## config.mk

```make
export PLATFORM = sky130hd
export DESIGN_NAME = seg7_ascii_decoder
export DESIGN_NICKNAME = d
export VERILOG_FILES = /design/src/rtl/seg7_ascii_decoder.sv
export SDC_FILE = /design/constraint.sdc
export NUM_CORES = 1
export LEC_CHECK = 0
export CELL_PAD_IN_SITES_DETAIL_PLACEMENT = 2
export CELL_PAD_IN_SITES_GLOBAL_PLACEMENT = 2
export CORE_MARGIN = 2
export CORE_UTILIZATION = 39
export DETAILED_ROUTE_END_ITERATION = 12
export PLACE_DENSITY = 0.95
export SKIP_CTS_REPAIR_TIMING = 1
export SLEW_MARGIN = 20
export SYNTH_ARGS = -nofsm -noshare
export SYNTH_HDL_FRONTEND = slang
export SYNTH_SLANG_ARGS = --single-unit
```

## constraint.sdc

```tcl
create_clock -name clk -period 4.5 [get_ports clk]
set_input_delay 1.35 -clock clk [delete_from_list [all_inputs] [get_ports clk]]
set_output_delay 1.35 -clock clk [all_outputs]
set_load 0.02 [all_outputs]
```

## src/rtl/seg7_ascii_decoder.sv

```systemverilog
// Decodes active-low 7-segment patterns back to uppercase ASCII and queues the
// results in a first-word-fall-through FIFO with sticky overflow reporting.
module seg7_ascii_decoder #(
    parameter int DEPTH = 4,
    parameter int CW    = $clog2(DEPTH) + 1
) (
    input  logic          clk,
    input  logic          rst_n,
    input  logic [6:0]    seg_n,
    input  logic          seg_valid,
    output logic          seg_ready,
    output logic [7:0]    ascii,
    output logic          ascii_unk,
    output logic          ascii_valid,
    input  logic          ascii_ready,
    output logic [CW-1:0] level,
    output logic          overflow,
    input  logic          clr_ovf
);

    localparam int            AW       = (DEPTH > 1) ? $clog2(DEPTH) : 1;
    localparam logic [CW-1:0] FULL_LVL = CW'(DEPTH);
    localparam logic [CW-1:0] LVL_ONE  = CW'(1);
    localparam logic [AW-1:0] PTR_ONE  = AW'(1);

    logic [7:0]    dec_char;
    logic          dec_unk;

    logic [8:0]    mem_q [DEPTH];
    logic [8:0]    mem_d [DEPTH];
    logic [AW-1:0] wr_ptr_q, wr_ptr_d;
    logic [AW-1:0] rd_ptr_q, rd_ptr_d;
    logic [CW-1:0] level_q,  level_d;
    logic          ovf_q,    ovf_d;

    logic          full;
    logic          empty;
    logic          push;
    logic          pop;
    logic [8:0]    head;

    // Shared glyphs resolve to the digit; 0x09 is always 'H'.
    always_comb begin
        dec_char = 8'h3F;
        dec_unk  = 1'b0;
        case (seg_n)
            7'h40: dec_char = 8'h30;
            7'h79: dec_char = 8'h31;
            7'h24: dec_char = 8'h32;
            7'h30: dec_char = 8'h33;
            7'h19: dec_char = 8'h34;
            7'h12: dec_char = 8'h35;
            7'h02: dec_char = 8'h36;
            7'h78: dec_char = 8'h37;
            7'h00: dec_char = 8'h38;
            7'h10: dec_char = 8'h39;
            7'h08: dec_char = 8'h41;
            7'h03: dec_char = 8'h42;
            7'h46: dec_char = 8'h43;
            7'h21: dec_char = 8'h44;
            7'h06: dec_char = 8'h45;
            7'h0E: dec_char = 8'h46;
            7'h09: dec_char = 8'h48;
            7'h4F: dec_char = 8'h49;
            7'h61: dec_char = 8'h4A;
            7'h47: dec_char = 8'h4C;
            7'h6A: dec_char = 8'h4D;
            7'h2A: dec_char = 8'h4E;
            7'h0C: dec_char = 8'h50;
            7'h18: dec_char = 8'h51;
            7'h2F: dec_char = 8'h52;
            7'h07: dec_char = 8'h54;
            7'h41: dec_char = 8'h55;
            7'h63: dec_char = 8'h56;
            7'h55: dec_char = 8'h57;
            7'h11: dec_char = 8'h59;
            7'h7D: dec_char = 8'h27;
            7'h7F: dec_char = 8'h20;
            default: begin
                dec_char = 8'h3F;
                dec_unk  = 1'b1;
            end
        endcase
    end

    always_comb begin
        full  = (level_q == FULL_LVL);
        empty = (level_q == '0);
        push  = seg_valid && !full;
        pop   = ascii_ready && !empty;
        head  = mem_q[rd_ptr_q];
    end

    always_comb begin
        mem_d    = mem_q;
        wr_ptr_d = wr_ptr_q;
        rd_ptr_d = rd_ptr_q;
        level_d  = level_q;

        if (push) begin
            mem_d[wr_ptr_q] = {dec_unk, dec_char};
            wr_ptr_d        = wr_ptr_q + PTR_ONE;
        end
        if (pop) begin
            rd_ptr_d = rd_ptr_q + PTR_ONE;
        end

        case ({push, pop})
            2'b10:   level_d = level_q + LVL_ONE;
            2'b01:   level_d = level_q - LVL_ONE;
            default: level_d = level_q;
        endcase
    end

    // A new overflow in the same cycle as a clear must leave the flag set.
    always_comb begin
        ovf_d = ovf_q;
        if (clr_ovf) begin
            ovf_d = 1'b0;
        end
        if (seg_valid && full) begin
            ovf_d = 1'b1;
        end
    end

    always_ff @(posedge clk or negedge rst_n) begin
        if (!rst_n) begin
            for (int i = 0; i < DEPTH; i++) begin
                mem_q[i] <= '0;
            end
            wr_ptr_q <= '0;
            rd_ptr_q <= '0;
            level_q  <= '0;
            ovf_q    <= 1'b0;
        end else begin
            mem_q    <= mem_d;
            wr_ptr_q <= wr_ptr_d;
            rd_ptr_q <= rd_ptr_d;
            level_q  <= level_d;
            ovf_q    <= ovf_d;
        end
    end

    always_comb begin
        seg_ready   = !full;
        ascii_valid = !empty;
        ascii       = empty ? 8'h00 : head[7:0];
        ascii_unk   = empty ? 1'b0  : head[8];
        level       = level_q;
        overflow    = ovf_q;
    end

endmodule

```

== Word level (Yosys, flattened, before mapping) ==
Cells that the tools add are included.
Storage, ports and cells
  register bits: 44
  input port bits: 12
  output and inout bits: 15
  logic and storage cells: 75
Cells by class
  add/subtract/negate cells: 4
  magnitude comparators: 3
  eq/ne operators: 34
  mux-type cells: 13
  bitwise operators: 2
  reduce and logical (&&, ||, !) cells: 11
Operator list (count)
  case mux 7 bit (32 select lines): 1
  equality test 7 bit (second input constant): 13
  bitwise mux 36 bit: 1
  equality test 7 x 5 -> 1 bit (second input constant): 5
  equality test 7 x 6 -> 1 bit (second input constant): 5
  OR reduction 32 bit: 1
  equality test 7 x 4 -> 1 bit (second input constant): 4
  two-way mux 9 bit: 3
  binary-select mux 9 bit (select 2 bit): 1
  demux 9 bit (select 2 bit): 1
  equality test 7 x 2 -> 1 bit (second input constant): 2
  equality test 7 x 3 -> 1 bit (second input constant): 2
  two-way mux 8 bit: 1
  logical NOT 7 bit: 1
  greater-or-equal comparator 3 bit (second input constant): 2
  inverter 2 -> 3 bit: 2
  case mux 3 bit (2 select lines): 1
  adder 2 x 1 -> 2 bit (second input constant): 2
  logical AND 1 bit: 4
  two-way mux 1 bit: 4
  nonzero test 2 bit: 2
  adder 3 x 1 -> 3 bit (second input constant): 1
  equality test 3 bit (second input constant): 1
  logical NOT 3 bit: 1
  other kinds (5): 6

== Longest topological paths before layout ==
  depth in word-level cells: 6
  depth in mapped cells: 11
  depth with buffers taken out: 10

== Worst setup path after synthesis ==
No wires, ideal clock.
  path type: input to register
  start point: input seg_n[1]
  end point: register mem_q[13] (netlist bit)
  library setup time: 0.125 ns
  data arrival time: 2.854 ns
  setup slack: 1.522 ns
  cell stages on the path: 6
  cell sequence: buf_2 -> or4b_1 -> a211oi_2 -> nor3_1 -> a31o_2 -> mux2_2
On the way
  word-level cells in the longest chain between the ends: 3
Ends and longest elaborated chain
  start, declared: RTL line 9  | input logic [6:0] seg_n,
  equality test 7 bit, or another cell as far along: RTL line 46  | case (seg_n)
  case mux 7 bit (32 select lines) *: RTL line 46
  bitwise mux 36 bit *: RTL line 101  | mem_d[wr_ptr_q] = {dec_unk, dec_char};
  end signal, assigned: RTL line 136  | mem_q <= mem_d;
  end, declared: RTL line 29  | logic [8:0] mem_q [DEPTH];
Mark *: on every way between the ends. The rest lies on a longest branch, timed or not.
A chain may end at the register's enable or synchronous reset.

== Worst setup path in the final report ==
  start point: input seg_n[5]
  end point: register mem_q[12] (netlist bit)
The elaborated chain is that of the path after synthesis.

==> impl_metrics.toml <==
[drt]
vias_per_cell = 6.03
drc = 0
ant_nets = 0
drtPass1Iterations = 4
totalWireLength_um = 8610
num_vias = 2303
drtIter0Drc = 120
wl_per_cell_um = 22.5

[timing]
tightest_slew_ns = 0.933
relSlewSlack = 0.378
drv_slew = 0
final-hold-violation-count = 0
clock.fmax_ghz = 0.256
fin_crit_sh = 0.868
worst_slack_ns = 0.593
fin_crit_ns = 3.91
skew_ns = 0.00759
setup_violations = 0
rsz0062_at_grt = "no"
tns_ns = 0
hold_slack_ns = 0.526

[synthesis]
synth_top_area_share = 0.369
yosys.cell_types.count = 55
ys.flop_type = "dfrtp_1"
syn_inst = 287
ys_seq_area_frac = 0.369
synth_warnings = 0
syn-cell-area_um2 = 2710
synth_area_leader_cell = "dfrtp_1"
synth_seq_cells = 40
synth.area.top_cells = "dfrtp_1 37%, mux4_2 6.6%, mux2_2 5.0%"
syn-num-nets = 305
synth_edf_count = 0
synth.avg_cell_area_um2 = 9.45
async_flop_share = 1.00

[global_route]
grt_pass1_wl_um = 14000
first_global_vias = 2597
grt_use_total = 0.239
grt_max_degree = 41
grt_overflow = 0
antenna_found_initial = 0

[die]
boundaryPins = 27
dieWidth_um = 87.4
initial_core_util = 0.401
die_h_um = 87.4
std_cell_rows = 30
coreArea_um2 = 6760
die-area_um2 = 7640

[clocking]
htree_levels = 2
cts_tree = "yes"
clk_latency_ns = 0.29
clk_path_buf_depth = 2
root_buffer = "clkbuf_8"
clk_pin_slew_worst_paths_ns = 0.08
cts_sinks = 40
cts_made_buffers = 5

[hold_path]
worst_hold_path_type = "reg2reg"

[run_status]
run_status = "complete, no violations"

[setup_path]
crit_required_ns = 4.63
startpoint_type = "primary input"
worst_setup_path_end_kind = "flop"
worst-path-max-fanout = 16
critPathKind = "in2reg"
critPathArrivalTime_ns = 4.04

[layout]
layout-drive-gt1-share = 0.142
diodes = 0
nNetsFinal = 319
final_common_cell = "dfrtp_1"
fillCellCount = 729
syn2layout_area_growth_pct = 13.7
final_util = 0.456
layout_common_cells = "40 x dfrtp_1, 27 x nor2_1, 24 x clkdlybuf4s50_1, 21 x nand2_1, 13 x a31oi_1"

[placement]
gp_congestion = 0.870
io_buffers = 25
hpwl_um = 6420
dp_slack_ns = 0.335

[power_and_ir_drop]
p_leak_nw = 1.18
vdd_drop_max_uv = 144
powerDensity_nw_per_um2 = 621
total_power_mw = 1.91

[job]
drv_cap = 0
-- synthesized netlist by cell type, drive strengths merged, types with 2 or more instances --
master and instances:
ha 5, nor3 3, and3b 2, or3 3, inv 10, xnor2 6
nor4 3, mux2i 2, clkbuf 9, nor4b 2, buf 18, mux2 12
nor2 27, a21oi 9, nor3b 6, and3 8, mux4 8, nor4bb 2
dfrtp 40, a31o 2, a32oi 4, nor2b 7, o21ai 11, nand4 3
and2 11, o311a 2, nand2 21, xor2 6, a31oi 13, nand3b 2
nand3 9
-- report_power, final --
part | leakage [nW] | internal, mW | switching [mW]
combinational | 0.704 | 0.462 | 0.484
sequential | 0.424 | 0.517 | 0.156
clock | 0.0552 | 0.165 | 0.129
-- state kept, by name, summed over array words and instances, names as in the netlist --
register	cells
overflow	1
mem_q	32
level	3
wr_ptr_q	2
rd_ptr_q	2
-- path summary, 6_finish.rpt --
check | start | end | slack, ns | depth (start not counted)
min in group asynchronous | rst_n | mem_q[24] | 1.19 | 1
worst max-delay path | seg_n[5] | mem_q[12] | 0.59 | 8
worst min-delay path | mem_q[32] | mem_q[32] | 0.53 | 1
worst min register to register | mem_q[32] | mem_q[32] | 0.53 | 1
max in group asynchronous | rst_n | level[1] | 2.73 | 1
worst max register to register | level[0] | level[2] | 2.12 | 10
-- critical path, stage by stage --
cell and delay (ns):
clkdlybuf4s50_1 0.71, buf_4 0.31, nor4bb_1 0.59, a32oi_1 0.13
o311a_1 0.19, nand4_1 0.10, or2_1 0.46, a31oi_1 0.19
-- area by class of cell --
type	instances	area (um2)	share of cell area
Tap cell	80	100	0.0325
Timing Repair Buffer	34	313	0.101
Sequential cell	40	1000	0.325
Clock buffer	6	72.6	0.0235
Inverter	10	37.5	0.0122
Clock inverter	2	35.0	0.0114
Multi-Input combinational cell	210	1520	0.494
-- per-stage QoR --
stage | instances | cell area [um2]
global placement | 374 | 2980
floorplan | 287 | 2710
detailed placement | 374 | 2980
CTS | 382 | 3080
global route | 382 | 3080
finish | 382 | 3080
-- routing by layer --
layer / share of wire / global-route usage / up-vias
met5: 0 / 0 / -
met3: 0.015 / 0.0246 / 13
met1: 0.43 / 0.298 / 1203
met4: 0.015 / 0.0601 / 0
li1: - / - / 1053
met2: 0.54 / 0.439 / 34
-- logic make-up after synthesis --
logic type | Yosys count | share of synthesized area
AOI/OAI and AO/OA | 55 | 0.141
xor gates and xnor gates | 12 | 0.0388
adders and majority gates | 6 | 0.0305
buffers and inverters | 37 | 0.0688
DFF | 40 | 0.369
muxes | 22 | 0.124
other | 1 | 0.00138
and+or+nand+nor | 114 | 0.227
Power figures use the tool's default switching activity.
